===== config.mk =====
export PLATFORM = sky130hd
export DESIGN_NAME = csr_trap_unit_flat
export DESIGN_NICKNAME = d
export VERILOG_FILES = /design/src/rtl/csr_trap_unit_if.sv /design/src/rtl/csr_trap_unit.sv /design/src/flat_wrapper.sv
export SDC_FILE = /design/constraint.sdc
export NUM_CORES = 1
export LEC_CHECK = 0
export CAP_MARGIN = 5
export CORE_MARGIN = 2
export CORE_UTILIZATION = 35
export CTS_CLUSTER_SIZE = 12
export DETAILED_ROUTE_END_ITERATION = 10
export GPL_TIMING_DRIVEN = 1
export HOLD_SLACK_MARGIN = 0.03
export SLEW_MARGIN = 10
export SYNTH_ARGS = -nofsm -noshare
export SYNTH_HDL_FRONTEND = slang
export SYNTH_SLANG_ARGS = --single-unit

===== constraint.sdc =====
create_clock -name clock -period 5.17 [get_ports clock]
set_input_delay 0.7755 -clock clock [delete_from_list [all_inputs] [get_ports clock]]
set_output_delay 0.7755 -clock clock [all_outputs]
set_load 0.03 [all_outputs]

===== src/rtl/csr_trap_unit_if.sv =====
// CSR access port: address/operation/operand from the core, read data and
// illegal-access flag back from the CSR unit.
interface csr_trap_unit_if #(
   parameter int XLEN = 32
);
   logic [11:0]     csr_addr;
   logic [1:0]      csr_op;
   logic [XLEN-1:0] csr_w_data;
   logic [XLEN-1:0] csr_r_data;
   logic            csr_illegal;

   modport master (
      output csr_addr, csr_op, csr_w_data,
      input  csr_r_data, csr_illegal
   );

   modport slave (
      input  csr_addr, csr_op, csr_w_data,
      output csr_r_data, csr_illegal
   );
endinterface


===== src/rtl/csr_trap_unit.sv =====
// Machine-mode CSR file with trap entry, mret return, interrupt pending
// detection and 64-bit cycle/instret counters.
module csr_trap_unit #(
   parameter int              XLEN        = 32,
   parameter logic [XLEN-1:0] MTVEC_RESET = '0
) (
   input  logic            clock,
   input  logic            reset,
   csr_trap_unit_if.slave  csr_bus,
   input  logic            trap_en,
   input  logic [XLEN-1:0] trap_cause,
   input  logic [XLEN-1:0] trap_pc,
   input  logic [XLEN-1:0] trap_val,
   input  logic            mret_en,
   input  logic            retire_en,
   input  logic            ext_irq,
   input  logic            timer_irq,
   output logic            irq_pending,
   output logic            redirect_valid,
   output logic [XLEN-1:0] redirect_pc
);
   localparam logic [11:0] ADDR_MSTATUS   = 12'h300;
   localparam logic [11:0] ADDR_MIE       = 12'h304;
   localparam logic [11:0] ADDR_MTVEC     = 12'h305;
   localparam logic [11:0] ADDR_MSCRATCH  = 12'h340;
   localparam logic [11:0] ADDR_MEPC      = 12'h341;
   localparam logic [11:0] ADDR_MCAUSE    = 12'h342;
   localparam logic [11:0] ADDR_MTVAL     = 12'h343;
   localparam logic [11:0] ADDR_MIP       = 12'h344;
   localparam logic [11:0] ADDR_MCYCLE    = 12'hB00;
   localparam logic [11:0] ADDR_MINSTRET  = 12'hB02;
   localparam logic [11:0] ADDR_MCYCLEH   = 12'hB80;
   localparam logic [11:0] ADDR_MINSTRETH = 12'hB82;

   typedef enum logic [1:0] {
      OP_NONE  = 2'b00,
      OP_WRITE = 2'b01,
      OP_SET   = 2'b10,
      OP_CLEAR = 2'b11
   } csr_op_e;

   csr_op_e           op;
   logic              mapped;
   logic [XLEN-1:0]   old_val;
   logic [XLEN-1:0]   new_val;
   logic              wr_en;

   logic              st_mie, st_mpie;
   logic              ie_mtie, ie_meie;
   logic              ip_mtip, ip_meip;
   logic [XLEN-1:0]   mtvec, mscratch, mepc, mcause, mtval;
   logic [2*XLEN-1:0] mcycle, minstret;
   logic [2*XLEN-1:0] mcycle_nxt, minstret_nxt;

   logic [XLEN-1:0]   tvec_base;
   logic [XLEN-1:0]   trap_target;

   assign op = csr_op_e'(csr_bus.csr_op);

   always_comb begin
      old_val = '0;
      mapped  = 1'b1;
      case (csr_bus.csr_addr)
         ADDR_MSTATUS:   begin old_val[3] = st_mie;  old_val[7]  = st_mpie; end
         ADDR_MIE:       begin old_val[7] = ie_mtie; old_val[11] = ie_meie; end
         ADDR_MTVEC:     old_val = mtvec;
         ADDR_MSCRATCH:  old_val = mscratch;
         ADDR_MEPC:      old_val = mepc;
         ADDR_MCAUSE:    old_val = mcause;
         ADDR_MTVAL:     old_val = mtval;
         ADDR_MIP:       begin old_val[7] = ip_mtip; old_val[11] = ip_meip; end
         ADDR_MCYCLE:    old_val = mcycle[XLEN-1:0];
         ADDR_MINSTRET:  old_val = minstret[XLEN-1:0];
         ADDR_MCYCLEH:   old_val = mcycle[2*XLEN-1:XLEN];
         ADDR_MINSTRETH: old_val = minstret[2*XLEN-1:XLEN];
         default:        mapped = 1'b0;
      endcase
   end

   always_comb begin
      case (op)
         OP_WRITE: new_val = csr_bus.csr_w_data;
         OP_SET:   new_val = old_val | csr_bus.csr_w_data;
         OP_CLEAR: new_val = old_val & ~csr_bus.csr_w_data;
         default:  new_val = old_val;
      endcase
   end

   assign csr_bus.csr_r_data  = old_val;
   assign csr_bus.csr_illegal = (op != OP_NONE) && !mapped;

   // Trap and mret both suppress the CSR write, counters included.
   assign wr_en = (op != OP_NONE) && mapped && !trap_en && !mret_en;

   assign irq_pending = st_mie & ((ip_meip & ie_meie) | (ip_mtip & ie_mtie));

   assign tvec_base   = mtvec & ~XLEN'(3);
   assign trap_target = (mtvec[1:0] == 2'b01 && trap_cause[XLEN-1])
                      ? tvec_base + ({1'b0, trap_cause[XLEN-2:0]} << 2)
                      : tvec_base;

   // A written half replaces its incremented value; the other half keeps the
   // full 64-bit increment.
   always_comb begin
      mcycle_nxt   = mcycle + {{(2*XLEN-1){1'b0}}, 1'b1};
      minstret_nxt = minstret + {{(2*XLEN-1){1'b0}}, retire_en};
      if (wr_en) begin
         case (csr_bus.csr_addr)
            ADDR_MCYCLE:    mcycle_nxt[XLEN-1:0]        = new_val;
            ADDR_MCYCLEH:   mcycle_nxt[2*XLEN-1:XLEN]   = new_val;
            ADDR_MINSTRET:  minstret_nxt[XLEN-1:0]      = new_val;
            ADDR_MINSTRETH: minstret_nxt[2*XLEN-1:XLEN] = new_val;
            default: ;
         endcase
      end
   end

   always_ff @(posedge clock) begin
      if (reset) begin
         st_mie         <= 1'b0;
         st_mpie        <= 1'b0;
         ie_mtie        <= 1'b0;
         ie_meie        <= 1'b0;
         ip_mtip        <= 1'b0;
         ip_meip        <= 1'b0;
         mtvec          <= MTVEC_RESET;
         mscratch       <= '0;
         mepc           <= '0;
         mcause         <= '0;
         mtval          <= '0;
         mcycle         <= '0;
         minstret       <= '0;
         redirect_valid <= 1'b0;
         redirect_pc    <= '0;
      end else begin
         ip_mtip        <= timer_irq;
         ip_meip        <= ext_irq;
         mcycle         <= mcycle_nxt;
         minstret       <= minstret_nxt;
         redirect_valid <= 1'b0;
         if (trap_en) begin
            st_mpie        <= st_mie;
            st_mie         <= 1'b0;
            mepc           <= trap_pc & ~XLEN'(3);
            mcause         <= trap_cause;
            mtval          <= trap_val;
            redirect_valid <= 1'b1;
            redirect_pc    <= trap_target;
         end else if (mret_en) begin
            st_mie         <= st_mpie;
            st_mpie        <= 1'b1;
            redirect_valid <= 1'b1;
            redirect_pc    <= mepc;
         end else if (wr_en) begin
            case (csr_bus.csr_addr)
               ADDR_MSTATUS:  begin st_mie  <= new_val[3]; st_mpie <= new_val[7];  end
               ADDR_MIE:      begin ie_mtie <= new_val[7]; ie_meie <= new_val[11]; end
               ADDR_MTVEC:    mtvec    <= new_val;
               ADDR_MSCRATCH: mscratch <= new_val;
               ADDR_MEPC:     mepc     <= new_val & ~XLEN'(3);
               ADDR_MCAUSE:   mcause   <= new_val;
               ADDR_MTVAL:    mtval    <= new_val;
               default: ;
            endcase
         end
      end
   end
endmodule


===== src/flat_wrapper.sv =====
// flat-port wrapper written by rule: the top's interface ports become plain ports
module csr_trap_unit_flat 
#(
   parameter int              XLEN        = 32,
   parameter logic [XLEN-1:0] MTVEC_RESET = '0
)
  (clock, reset, trap_en, trap_cause, trap_pc, trap_val, mret_en, retire_en, ext_irq, timer_irq, irq_pending, redirect_valid, redirect_pc, csr_bus_csr_addr, csr_bus_csr_op, csr_bus_csr_w_data, csr_bus_csr_r_data, csr_bus_csr_illegal);
  csr_trap_unit_if #(.XLEN(XLEN)) csr_bus_i ();
  input  logic clock;
  input  logic reset;
  input  logic trap_en;
  input  logic [XLEN-1:0] trap_cause;
  input  logic [XLEN-1:0] trap_pc;
  input  logic [XLEN-1:0] trap_val;
  input  logic mret_en;
  input  logic retire_en;
  input  logic ext_irq;
  input  logic timer_irq;
  output logic irq_pending;
  output logic redirect_valid;
  output logic [XLEN-1:0] redirect_pc;
  input wire logic [$bits(csr_bus_i.csr_addr)-1:0] csr_bus_csr_addr;
  input wire logic [$bits(csr_bus_i.csr_op)-1:0] csr_bus_csr_op;
  input wire logic [$bits(csr_bus_i.csr_w_data)-1:0] csr_bus_csr_w_data;
  output wire logic [$bits(csr_bus_i.csr_r_data)-1:0] csr_bus_csr_r_data;
  output wire logic [$bits(csr_bus_i.csr_illegal)-1:0] csr_bus_csr_illegal;
  assign csr_bus_i.csr_addr = csr_bus_csr_addr;
  assign csr_bus_i.csr_op = csr_bus_csr_op;
  assign csr_bus_i.csr_w_data = csr_bus_csr_w_data;
  assign csr_bus_csr_r_data = csr_bus_i.csr_r_data;
  assign csr_bus_csr_illegal = csr_bus_i.csr_illegal;
  csr_trap_unit #(.XLEN(XLEN), .MTVEC_RESET(MTVEC_RESET)) u_core (.clock(clock), .reset(reset), .csr_bus(csr_bus_i), .trap_en(trap_en), .trap_cause(trap_cause), .trap_pc(trap_pc), .trap_val(trap_val), .mret_en(mret_en), .retire_en(retire_en), .ext_irq(ext_irq), .timer_irq(timer_irq), .irq_pending(irq_pending), .redirect_valid(redirect_valid), .redirect_pc(redirect_pc));
endmodule

==> flow_summary.yaml <==
floorplan:
  initial_core_util: 0.354
  core_um2: 52700
  die_h_um: 235
  core.rowCount: 84
  dieArea_um2: 55200
  io_pins: 216
  fp.dieW_um: 235
synth:
  yosys-top-cells-area: "dfxtp_1 35%, a211oi_1 5.8%, nor2_1 5.0%"
  synth_common_cells: "323 x dfxtp_1, 247 x nor2_1, 188 x nand2_1"
  synth_flop_cell: "dfxtp_1"
  avgSynthCellArea_um2: 8.17
  yosys.area.top_type: "dfxtp_1"
  synth_most_common_cell: "dfxtp_1"
  synth_edf_count: 0
  ys.warnings.count: 0
  async_reset_ff_frac: 0
  ys_seq_area_frac: 0.347
  synth_cells: 2283
  synth.ff_latch_count: 323
  synth_cell_types: 84
  synth_top_area_share: 0.347
  synthesis.area_um2: 18700
critical_path:
  slowest_delay_ns: 1.05
  critical_path.top_delay_family: "simple AND/OR/NAND/NOR gates"
  critPathLaunchType: "primary input"
  rr_endpoint: "u_core.redirect_pc[28]"
  timing.setup.critical_path_class: "primary input to primary output"
  crit_path_top_delay_cell: "nor3_4"
  reg2reg_from: "u_core.mtvec[17]"
  crit_fanout: 23
  cp-end-kind: "primary output"
  worstPathRequired_ns: 4.39
  critPathBufInv: 2
  reg2reg_setup_slack_ns: 1.59
  crit_chain: "clkdlybuf4s50_1 -> or4b_1 -> nor3_4 -> a222oi_1 -> nand4_1 -> buf_12"
  cp_data_arrival_time_ns: 4.02
  reg2reg_depth: 9
power:
  switchingPower_mw: 1.64
  clock_power_share: 0.456
  p_comb_frac: 0.111
  power.leakage_nw: 7.90
  seq_power_share: 0.432
  ir_drop_uv: 188
  internal-power_mw: 4.38
  p_per_area_nw_per_um2: 262
  p_sw_frac: 0.273
timing:
  rsz0062_at_grt: "false"
  min_period_ns: 4.80
  skew_ns: 0.0147
  finalHoldViolations: 0
  tightest_slew_ns: 1.30
  slew_headroom: 0.133
  timing.hold.ws_ns: 0.451
  maxSlewViolCount: 0
  setup_viol: 0
  fin_tns_setup_ns: 0
  max_freq_mhz: 208
  fin_crit_sh: 0.928
min_path:
  whs_endpoint: "u_core.mscratch[28]"
  min_from: "u_core.mscratch[28]"
  hold_path.class: "flop to flop"
  hold_path_depth: 2
status:
  outcome: "finished clean"
detailed_routing:
  postRouteAntennaNets: 0
  vias_per_cell: 6.11
  drc: 0
  via_count: 19107
  wirelength_mm: 76.2
  drt_iter0_markers: 2406
  first_pass_iters: 8
  drt-wirelength-per-cell_um: 24.3
placed_design:
  dp.cells: 3058
  hpwl_mm: 54.9
  port_buffers: 211
  gp_congestion: 0.958
  placed_cell_area_um2: 21700
final_layout:
  nets: 2593
  nFillCells: 5225
  syn2layout_area_growth_pct: 23.1
  finalNonFillerCells: 3129
  fin_area_um2: 23000
  drive_above_1_share: 0.0905
  antenna_cells: 0
global_route:
  overflow: 0
  grt_first_pass_wirelength_mm: 114
  antenna_found_initial: 1
  grt_pass1_vias: 17921
  grt_max_degree: 178
  grt_use_total: 0.266
cts:
  post_cts_buffers: 0
  clockBufferDepth: 3
  htreeDepth: 2
  cts_tree: "done"
  cts_buffers: 39
  clk_latency_ns: 0.58
  ctsHoldBuffers: 0
  clkSlewWorstSetupHoldPaths_ns: 0.06
  ctsResizeCount: 0
  cts_sinks: 323
  cts-root-buf: "clkbuf_16"
job:
  maxCapViolations: 0
-- worst min-delay path: cells and delay by family (launching register included) --
kind / cells / cell delay [ns]
compound gates: 1 / 0.05
flops: 1 / 0.31
simple gates: 1 / 0.05
-- how the worst max path moves through the flow --
stage,start,endpoint,slack [ns],cells after the start
finish,csr_bus_csr_addr[5],csr_bus_csr_r_data[12],0.37,6
global route,csr_bus_csr_addr[5],csr_bus_csr_r_data[9],0.30,6
CTS,csr_bus_csr_addr[5],csr_bus_csr_r_data[9],0.50,6
detailed placement,csr_bus_csr_addr[5],csr_bus_csr_r_data[9],0.49,6
global placement,csr_bus_csr_addr[5],csr_bus_csr_r_data[12],0.58,6
floorplan,csr_bus_csr_addr[1],csr_bus_csr_illegal,1.58,8
-- cells by family (layout without fill, tap and decap cells) --
| group | after synthesis | after routing | synth area share |
|---|---|---|---|
| other cells | 1 | 2 | 0.000201 |
| buf+inv | 228 | 385 | 0.0498 |
| fa+ha+maj | 33 | 33 | 0.0225 |
| xor+xnor | 145 | 145 | 0.0681 |
| compound gates | 746 | 746 | 0.283 |
| flops | 323 | 323 | 0.347 |
| simple gates | 757 | 757 | 0.202 |
| mux | 50 | 50 | 0.0276 |
-- layout by cell type (no fill, tap or decap), types with 11 or more instances in the layout --
cell,instances
a311oi_1,15
a21oi_1,116
o22ai_1,29
nor3_1,24
a221oi_1,29
xor2_1,47
nand4_1,53
a222oi_1,27
nand2_1,188
clkbuf_8,11
o21ai_0,113
clkbuf_16,39
nand3_1,62
inv_1,50
and2_1,13
a22oi_2,13
and4_1,17
buf_12,35
o211ai_1,11
xnor2_1,97
nor2_1,244
clkdlybuf4s50_1,174
o21a_1,50
a21o_1,15
a211oi_1,144
nor2b_1,27
mux2i_1,39
a22oi_1,110
ha_1,32
dfxtp_1,323
and3_1,25
mux2_2,11
nand2b_1,33
buf_4,52
-- layer usage --
| layer | vias to the layer above | share of wire | GRT usage |
|---|---|---|---|
| met4 | 0 | 0.037 | 0.103 |
| li1 | 8727 | - | - |
| met5 | - | 0 | 0 |
| met2 | 930 | 0.46 | 0.430 |
| met1 | 9291 | 0.42 | 0.359 |
| met3 | 159 | 0.079 | 0.0350 |
-- power by group through the flow --
stage	logic (mW)	clock network, mW	registers, mW
2_1_floorplan	0.324	0	2.66
3_3_place_gp	0.652	0	2.66
3_5_place_dp	0.660	0	2.66
4_1_cts	0.664	2.78	2.60
5_1_grt	0.708	2.89	2.61
6_report	0.670	2.75	2.60
-- cell type report --
type	instances	area, um^2	area share
well taps	688	861	0.0375
repair buffers	264	2850	0.124
clock buffers	55	1150	0.0499
flip-flops and latches	323	6470	0.281
inverters	50	188	0.00817
clock inverters	16	131	0.00572
multi-input cells	1733	11300	0.493
-- state kept, by name, indices dropped and copies added, names as in the netlist, 30 cells and up --
| register | flops |
|---|---|
| u_core.mtvec | 32 |
| u_core.redirect_pc | 30 |
| u_core.mepc | 30 |
| u_core.mtval | 32 |
| u_core.minstret | 64 |
| u_core.mcycle | 64 |
| u_core.mscratch | 32 |
| u_core.mcause | 32 |
-- stage by stage --
stage	power, mW	util	setup WS, ns
2_1_floorplan	2.98	-	1.58
3_3_place_gp	3.31	0.412	0.575
3_5_place_dp	3.32	0.412	0.487
4_1_cts	6.05	0.436	0.500
5_1_grt	6.20	0.436	0.297
6_report	6.02	0.436	0.371
No activity file was read; power rests on OpenSTA's default activity.
